### config.mk
export PLATFORM = sky130hd
export DESIGN_NAME = button_scan_arbiter
export DESIGN_NICKNAME = d
export VERILOG_FILES = /design/src/rtl/btn_pkg.sv /design/src/rtl/btn_evt_fifo.sv /design/src/rtl/button_scan_arbiter.sv
export SDC_FILE = /design/constraint.sdc
export NUM_CORES = 1
export LEC_CHECK = 0
export ABC_CLOCK_PERIOD_IN_PS = 2710
export BUFFER_PORTS_ARGS = -buffer_cell sky130_fd_sc_hd__buf_2
export CELL_PAD_IN_SITES_DETAIL_PLACEMENT = 1
export CELL_PAD_IN_SITES_GLOBAL_PLACEMENT = 1
export CORE_UTILIZATION = 48
export CTS_CLUSTER_DIAMETER = 150
export CTS_CLUSTER_SIZE = 10
export DETAILED_ROUTE_END_ITERATION = 10
export PLACE_DENSITY_LB_ADDON = 0.1
export SYNTH_ARGS = -nofsm -noshare
export SYNTH_HDL_FRONTEND = slang
export SYNTH_SLANG_ARGS = --single-unit
### constraint.sdc
create_clock -name clk -period 2.71 [get_ports clk]
set_clock_uncertainty 0.1 [all_clocks]
set_input_delay 0.1355 -clock clk [delete_from_list [all_inputs] [get_ports clk]]
set_output_delay 0.1355 -clock clk [all_outputs]
set_load 0.05 [all_outputs]
### src/rtl/btn_pkg.sv
// Shared types and default constants for the debounced button scanner.
package btn_pkg;

   localparam int DEF_NUM_BTN       = 4;
   localparam int DEF_DEBOUNCE_TIME = 1250000;
   localparam int DEF_FIFO_DEPTH    = 4;

   // Wide enough to index the largest supported button count (8).
   localparam int BTN_IDX_W = 3;

   typedef enum logic [1:0] {
      ST_IDLE   = 2'd0,
      ST_COUNT  = 2'd1,
      ST_COMMIT = 2'd2
   } state_e;

   typedef struct packed {
      logic [BTN_IDX_W-1:0] btn;
      logic                 press;
   } evt_t;

endpackage

### src/rtl/btn_evt_fifo.sv
// Small event queue. A push while full is still accepted when a pop happens
// in the same cycle; otherwise it is dropped and drop_o pulses.
// DEPTH must be a power of two and at least 2 so the pointers wrap naturally.
module btn_evt_fifo #(
   parameter int WIDTH = 4,
   parameter int DEPTH = 4
) (
   input  logic             clk,
   input  logic             rst,
   input  logic             push_i,
   input  logic [WIDTH-1:0] push_data_i,
   input  logic             pop_i,
   output logic [WIDTH-1:0] pop_data_o,
   output logic             full_o,
   output logic             empty_o,
   output logic             drop_o
);

   localparam int PTR_W = $clog2(DEPTH);
   localparam int CNT_W = $clog2(DEPTH + 1);

   logic [WIDTH-1:0] mem_q [DEPTH];
   logic [PTR_W-1:0] wr_ptr_q, rd_ptr_q;
   logic [CNT_W-1:0] count_q, count_d;
   logic             push_ok, pop_ok;

   assign empty_o = (count_q == '0);
   assign full_o  = (count_q == CNT_W'(DEPTH));
   assign pop_ok  = pop_i && !empty_o;
   assign push_ok = push_i && (!full_o || pop_ok);
   assign drop_o  = push_i && full_o && !pop_ok;

   // Head is read straight from registered storage; forced to zero when empty.
   assign pop_data_o = empty_o ? '0 : mem_q[rd_ptr_q];

   // Occupancy next-state from the accepted push/pop pair.
   always_comb begin
      count_d = count_q;
      case ({push_ok, pop_ok})
         2'b10:   count_d = count_q + CNT_W'(1);
         2'b01:   count_d = count_q - CNT_W'(1);
         default: count_d = count_q;
      endcase
   end

   // Storage array holds data only, so it carries no reset.
   always_ff @(posedge clk) begin
      if (push_ok) begin
         mem_q[wr_ptr_q] <= push_data_i;
      end
   end

   // Pointers and occupancy.
   always_ff @(posedge clk or posedge rst) begin
      if (rst) begin
         wr_ptr_q <= '0;
         rd_ptr_q <= '0;
         count_q  <= '0;
      end else begin
         if (push_ok) wr_ptr_q <= wr_ptr_q + PTR_W'(1);
         if (pop_ok)  rd_ptr_q <= rd_ptr_q + PTR_W'(1);
         count_q <= count_d;
      end
   end

endmodule

### src/rtl/button_scan_arbiter.sv
// Debounces NUM_BTN raw active-low buttons with a single shared counter,
// granting buttons round-robin, and queues press/release events.
module button_scan_arbiter
   import btn_pkg::*;
#(
   parameter int NUM_BTN       = DEF_NUM_BTN,
   parameter int DEBOUNCE_TIME = DEF_DEBOUNCE_TIME,
   parameter int FIFO_DEPTH    = DEF_FIFO_DEPTH
) (
   input  logic                       clk,
   input  logic                       rst,
   input  logic [NUM_BTN-1:0]         btn_in,
   output logic                       evt_valid,
   input  logic                       evt_ready,
   output logic [$clog2(NUM_BTN)-1:0] evt_btn,
   output logic                       evt_press,
   output logic [NUM_BTN-1:0]         btn_level,
   output logic                       busy,
   output logic                       overflow,
   input  logic                       clr_ovf
);

   localparam int IDX_W = $clog2(NUM_BTN);
   localparam int CNT_W = $clog2(DEBOUNCE_TIME + 1);
   localparam logic [CNT_W-1:0] CNT_LAST = CNT_W'(DEBOUNCE_TIME - 1);

   logic [NUM_BTN-1:0] s1_q, s2_q;
   logic [NUM_BTN-1:0] level_q;
   logic [NUM_BTN-1:0] cand;
   state_e             state_q;
   logic [CNT_W-1:0]   cnt_q;
   logic [IDX_W-1:0]   grant_q, last_grant_q;
   logic [IDX_W:0]     pick;
   logic               pick_found;
   logic [IDX_W-1:0]   pick_idx;
   logic               overflow_q, overflow_d;
   logic               push, pop, drop;
   logic               fifo_full, fifo_empty;
   evt_t               push_evt, head_evt;

   // Round-robin scan starting just after the last served button.
   // Returns {found, index}.
   function automatic logic [IDX_W:0] rr_pick(input logic [NUM_BTN-1:0] c,
                                              input logic [IDX_W-1:0]   last);
      logic             found;
      logic [IDX_W-1:0] idx;
      int               pos;
      found = 1'b0;
      idx   = '0;
      for (int off = 1; off <= NUM_BTN; off++) begin
         pos = (int'(last) + off) % NUM_BTN;
         if (!found && c[pos]) begin
            found = 1'b1;
            idx   = IDX_W'(pos);
         end
      end
      return {found, idx};
   endfunction

   // Two-flop synchroniser; idle level of an active-low button is 1.
   always_ff @(posedge clk or posedge rst) begin
      if (rst) begin
         s1_q <= '1;
         s2_q <= '1;
      end else begin
         s1_q <= btn_in;
         s2_q <= s1_q;
      end
   end

   assign cand       = s2_q ^ level_q;
   assign pick       = rr_pick(cand, last_grant_q);
   assign pick_found = pick[IDX_W];
   assign pick_idx   = pick[IDX_W-1:0];

   // Scan / debounce / commit sequencer sharing one counter across buttons.
   always_ff @(posedge clk or posedge rst) begin
      if (rst) begin
         state_q      <= ST_IDLE;
         cnt_q        <= '0;
         grant_q      <= '0;
         last_grant_q <= IDX_W'(NUM_BTN - 1);
         level_q      <= '1;
      end else begin
         case (state_q)
            ST_IDLE: begin
               if (pick_found) begin
                  grant_q <= pick_idx;
                  cnt_q   <= '0;
                  state_q <= ST_COUNT;
               end
            end
            ST_COUNT: begin
               if (s2_q[grant_q] == level_q[grant_q]) begin
                  // Bounced back before the debounce window elapsed.
                  cnt_q        <= '0;
                  last_grant_q <= grant_q;
                  state_q      <= ST_IDLE;
               end else if (cnt_q == CNT_LAST) begin
                  state_q <= ST_COMMIT;
               end else begin
                  cnt_q <= cnt_q + CNT_W'(1);
               end
            end
            ST_COMMIT: begin
               level_q[grant_q] <= s2_q[grant_q];
               last_grant_q     <= grant_q;
               state_q          <= ST_IDLE;
            end
            default: state_q <= ST_IDLE;
         endcase
      end
   end

   assign push = (state_q == ST_COMMIT);
   assign pop  = evt_valid && evt_ready;

   // Event record for the button being committed; falling level is a press.
   always_comb begin
      push_evt       = '0;
      push_evt.btn   = BTN_IDX_W'(grant_q);
      push_evt.press = ~s2_q[grant_q];
   end

   btn_evt_fifo #(
      .WIDTH ($bits(evt_t)),
      .DEPTH (FIFO_DEPTH)
   ) u_fifo (
      .clk         (clk),
      .rst         (rst),
      .push_i      (push),
      .push_data_i (push_evt),
      .pop_i       (pop),
      .pop_data_o  (head_evt),
      .full_o      (fifo_full),
      .empty_o     (fifo_empty),
      .drop_o      (drop)
   );

   // A drop in the same cycle as a clear wins, so no loss goes unreported.
   always_comb begin
      overflow_d = overflow_q;
      if (drop) begin
         overflow_d = 1'b1;
      end else if (clr_ovf) begin
         overflow_d = 1'b0;
      end
   end

   // Sticky overflow flag.
   always_ff @(posedge clk or posedge rst) begin
      if (rst) begin
         overflow_q <= 1'b0;
      end else begin
         overflow_q <= overflow_d;
      end
   end

   assign evt_valid = !fifo_empty;
   assign evt_btn   = IDX_W'(head_evt.btn);
   assign evt_press = head_evt.press;
   assign btn_level = level_q;
   assign busy      = (state_q != ST_IDLE);
   assign overflow  = overflow_q;

   // Full status is implied by drop; kept visible for debug probes.
   logic unused_full;
   assign unused_full = fifo_full;

endmodule
# Yosys cells after proc, flatten, opt, wreduce, memory -nomap -nowiden
# Memories as Yosys holds them, arrays and structs flattened.
# Cells that the tools add are included.
# totals
regBits	47
ramBits	12
in_bits	8
out_inout_bits	10
memories	1
# mem_list
memory	depth	word_bits	rd	rd_ports_with_merged_regs	wr	line_no	rtl
u_fifo.mem_q	4	3	1	0	1	btn_evt_fifo.sv:22	logic [WIDTH-1:0] mem_q [DEPTH];
# classes
add_sub_neg	9
order_cmp	6
n_eq_ne	11
muxes	43
bitwise_logic	6
n_reduce_logical	31
# op_table
operator	n
21-bit two-way mux	3
21-bit one-hot mux with 2 select lines	1
21-bit by 1-bit adder with 21-bit output, second input constant	1
21-bit == test, second input constant	1
1-bit two-way mux	19
3-bit by 4-bit less-than comparator with 1-bit output, second input constant	4
2-bit two-way mux	8
1-bit binary-select mux with 2-bit select	6
2-bit nonzero test	5
1-bit logical AND	9
2-bit by 1-bit adder with 2-bit output, second input constant	4
2-bit one-hot mux with 2 select lines	2
2-bit OR reduction	4
1-bit logical NOT	6
3-bit inequality test, second input constant	2
3-bit one-hot mux with 2 select lines	1
2-bit AND reduction	3
2-bit adder, second input constant	2
1-bit bitwise AND, first input constant	4
4-bit bitwise mux	1
2-bit by 1-bit == test with 1-bit output, second input constant	2
2-bit == test, second input constant	2
2-bit inequality test, second input constant	2
4-bit bitwise XOR	1
other kinds (13)	13

# Logic depth before layout (Yosys ltp)
# logic_depth
depth_word	18
mapped_depth	9
mapped_depth_nobuf	7

# Hierarchy
# From an unflattened synthesis, not the netlist that was laid out.
# unflattened
cells_unflattened	303
hier_area_um2	3240.6
# by_module_without_submodules
mod	instances	cells_per_inst	area_per_inst_um2	seq_area_each_um2
button_scan_arbiter	1	222	2102.0	1018.5
btn_evt_fifo	1	81	1138.6	655.6

# Worst setup path after synthesis
# Ideal clock, no wire load.
# synth_path
path_kind	reg-to-reg
startpoint	register u_fifo.count_q[0]
endpoint	register u_fifo.count_q[2]
setup_ns	0.133
t_arrival_ns	2.289
path_slack_ns	0.188
path_stages_with_launch	10
n_path_buf	2
synth_period_minus_slack_ns	2.522
path_cell_list	dfrtp_1 clkbuf_1 or3_1 clkbuf_1 nand3_1 fa_1 nor3_1 o21ai_0 o31ai_1 o41ai_1
# synth_between
elab_chain_cells	8
elab_cells_between_ends	14
# synth_rtl
item	line_no	rtl
start, declared	btn_evt_fifo.sv:24	logic [CNT_W-1:0] count_q, count_d;
start signal, assigned	btn_evt_fifo.sv:62	count_q <= count_d;
3-bit logical NOT (*)	btn_evt_fifo.sv:27	assign empty_o = (count_q == '0);
1-bit logical NOT (*)	button_scan_arbiter.sv:159	assign evt_valid = !fifo_empty;
via evt_valid	button_scan_arbiter.sv:13	output logic evt_valid,
1-bit logical AND	button_scan_arbiter.sv:116	assign pop = evt_valid && evt_ready;
1-bit logical AND (*)	btn_evt_fifo.sv:29	assign pop_ok = pop_i && !empty_o;
1-bit logical OR	btn_evt_fifo.sv:30	assign push_ok = push_i && (!full_o || pop_ok);
1-bit logical AND	btn_evt_fifo.sv:30	
2-bit by 1-bit == test with 1-bit output or 2-bit == test (tied branches)	btn_evt_fifo.sv:39	case ({push_ok, pop_ok})
3-bit one-hot mux with 2 select lines or 2-bit nonzero test (tied branches)	--	
# Mark *: on every way through the listed nets, which the timed path passes. The rest lies on a longest branch.
# A chain may end at the register's enable or synchronous reset.

# Final worst setup path
# layout_path
startpoint	register level_q[3] (netlist: btn_level[3])
endpoint	register cnt_q[18]
# layout_between
elab_chain_cells	16
elab_cells_between_ends	31
# layout_rtl
item	line_no	rtl
start, declared	button_scan_arbiter.sv:28	logic [NUM_BTN-1:0] level_q;
start signal, assigned by index	button_scan_arbiter.sv:106	level_q[grant_q] <= s2_q[grant_q];
4-bit bitwise XOR	button_scan_arbiter.sv:71	assign cand = s2_q ^ level_q;
1-bit binary-select mux with 2-bit select	button_scan_arbiter.sv:52	if (!found && c[pos]) begin
1-bit two-way mux (implied by the code) (2 in series)	button_scan_arbiter.sv:52	
1-bit two-way mux	button_scan_arbiter.sv:52	
1-bit logical NOT	button_scan_arbiter.sv:52	
1-bit logical AND	button_scan_arbiter.sv:52	
1-bit two-way mux	button_scan_arbiter.sv:52	
1-bit logical NOT	button_scan_arbiter.sv:52	
1-bit logical AND	button_scan_arbiter.sv:52	
1-bit two-way mux	button_scan_arbiter.sv:52	
1-bit logical NOT	button_scan_arbiter.sv:52	
1-bit logical AND	button_scan_arbiter.sv:52	
1-bit two-way mux	button_scan_arbiter.sv:52	
2-bit inequality test (no source line)	--	
3-bit AND reduction (no source line)	--	
end signal, assigned	button_scan_arbiter.sv:102	cnt_q <= cnt_q + CNT_W'(1);
end, declared	button_scan_arbiter.sv:31	logic [CNT_W-1:0] cnt_q;
# Several ways; a longest one is shown, not always the timed one. The select of a mux whose other input is x is not followed.

==> run metrics <==
outcome complete, no violations; Placed Cells 370; PwrDens 825 nW/um2; P&R area growth vs syn 13.0%; CTS tree done; crit path capture cnt_q[18]; Setup CP Type register to register; CP required 2.88 ns; fraction of layout instances using a drive strength above 1 22.1%; RSZ-0062 raised after global routing no; Leakage 1.43 nW; DIE HEIGHT 81.3 um; depth of the worst register-to-register path 5; DRC viols 0; port bufs 17; Psw 1.08 mW; RR Startpoint btn_level[3]; vias in the first global route 2,436; Max Root-Sink Buffers 2; core area 5990 um2; Async SR Flop Fraction 79.7%; max_cap viols 0; # fillers 678; final setup fails 0; clock sinks 59; flip-flop and latch area 1550 um2; routability cong. 0.762; clock network power share 25.5%; largest net degree at the start of global routing 48; TritonRoute pass-1 iters 4; reg2reg end cnt_q[18]; # H-tree levels 3; switching share of total power 38.4%; CTS root buf clkbuf_8; later-pin clock latency in the skew report 0.35 ns; Final Cell Area 3410 um2; Synth top cells by count dfrtp_1 (33), nand2_1 (24), nand3_1 (19); Die W 81.3 um; number of enable flip-flop cells after synthesis 12; VDD IR max 0.000520 V; Setup TNS Final 0 ns; # IOs 18; Int Pwr 1.73 mW; synth top area cells dfrtp_1 (27%), dfstp_2 (12%), edfxtp_1 (12%), mux4_2 (3.7%), nand3_1 (3.2%); Final Hold Vio Count 0; Final HPWL DP 4920 um; drt via density 5.95; Setup crit start btn_level[3]; fin nets 326; Ant. Diodes 0; Seq/Total Area, Yosys 51.5%; post-layout instance count excluding filler cells 392; postcts setup bufs 0; Final WS setup 0.423 ns; Post-Syn Instances 287; Worst Hold Path Cells 2; r2r setup slk 0.42 ns; placed cell areas 3170 um2; min Tclk post-route 2.29 ns; Comb power frac 31.8%; top-count cell post-synth dfrtp_1; FMAX 0.437 GHz; Top FF cell, synth dfrtp_1; DR WL/cell 18.1 um; post-synth top area cell dfrtp_1; post-synth top area share 27.4%; Sequential Power Share 42.8%; initial antenna violation count 0; Vias 2,334; FF+latch count, synth 59; Max Slew Vio Count 0; CTS buffer count 9; grt total ovfl 0; worst min-delay path category primary input to register; GRT Util Overall 24.4%; Mapped Area 3020 um2; Worst setup SP type register; crit path max fanout 9; global-route wire length before repair 11,800 um; syn nets 301; critical path capture point type register; worst slack at placement 0.468 ns; Syn Area/Cell 10.5 um2; synth warn 0; row count 28; area occupied by multi-input gates 1340 um2; Initial Util 50.4%; DRT Wirelength 7100 um; Least-Margin Pin Slew 0.635 ns; fin crit share 84.4%; Die ar. 6610 um2; Distinct cells, synth 51; clock slew seen by the registers of the worst setup and hold paths 0.08 ns; WP data arrival 2.46 ns; DRT iter0 DRCs 113; Antenna Nets Post-Route 0; Max-slew headroom 57.5%
-- kinds of logic (layout without fill, tap and decap cells) --
group,after synthesis,in the layout,share of synthesized area (%)
simple gates,106,106,18.0
compound gates,65,65,13.8
flops,59,59,51.5
buf+inv,27,57,3.94
mux,16,16,7.67
xor+xnor,8,8,2.32
fa+ha+maj,6,6,2.74
-- layout make-up --
cell class	count	area share (%)
Sequential cell	59	45.6
Timing Repair Buffer	30	5.80
Multi-Input combinational cell	201	39.4
Tap cell	75	2.75
Clock inverter	7	1.58
Inverter	11	1.21
Clock buffer	9	3.63
-- critical path, cell delays in order, from the launching register on --
cell,delay (ns)
dfstp_2,0.55
xnor2_1,0.18
mux4_2,0.55
or2_1,0.37
or3_1,0.39
o21ai_0,0.08
-- power by group through the flow --
stage	registers, mW	logic (mW)	clock network, mW
after floorplan	1.13	0.780	0
after global placement	1.21	0.856	0
after detailed placement	1.22	0.889	0
after CTS	1.20	0.901	0.738
after global routing	1.22	0.979	0.765
final	1.20	0.893	0.716
-- flip-flops by register name, summed over array words and instances (netlist names) --
signal / flops
btn_level: 4
grant_q: 2
u_fifo.rd_ptr_q: 2
overflow: 1
state_q: 2
u_fifo.wr_ptr_q: 2
s2_q: 4
u_fifo.count_q: 3
last_grant_q: 2
cnt_q: 21
s1_q: 4
u_fifo.mem_q: 12
-- repair_timing --
| item | CTS | global route |
|---|---|---|
| endpoints found under the hold margin | 38 | 0 |
| gates resized for setup | 0 | 0 |
| setup endpoints to repair | 0 | 0 |
| hold buffers | 6 | 0 |
-- per-stage QoR --
stage               hold slack, ns  power, mW  util (%)
global route                 0.137       2.97      56.9
detailed placement           0.142       2.11      52.9
global placement             0.141       2.06      52.9
finish                      0.0860       2.81      56.9
CTS                          0.101       2.84      56.9
floorplan                   0.0400       1.91         -
-- worst min path at each step --
stage               slack [ns]                 to       from
detailed placement        0.14            s1_q[0]  btn_in[0]
finish                    0.09  u_fifo.count_q[1]  evt_ready
floorplan                 0.04            s1_q[0]  btn_in[0]
CTS                       0.10  u_fifo.count_q[1]  evt_ready
global route              0.14  u_fifo.count_q[1]  evt_ready
global placement          0.14            s1_q[2]  btn_in[2]
-- cells in the final DEF, fill, tap and decap left out, drive strengths merged, types with 7 or more instances in the layout --
| master | n |
|---|---|
| dfrtp | 33 |
| nand2 | 24 |
| buf | 24 |
| nand3 | 19 |
| o21ai | 19 |
| nor2 | 14 |
| a21oi | 14 |
| dfstp | 14 |
| edfxtp | 12 |
| inv | 12 |
| nor3 | 10 |
| and3 | 9 |
| clkbuf | 9 |
| a21o | 8 |
| xnor2 | 7 |
| mux2 | 7 |
-- routing by layer --
metal	vias to the layer above	routed length [um]	track usage [%]
li1	1098	-	-
met1	1186	3330	32.4
met2	36	3440	38.4
met3	14	186	4.49
met4	0	149	12.0
met5	-	0	0
No activity file was read; power rests on OpenSTA's default activity.
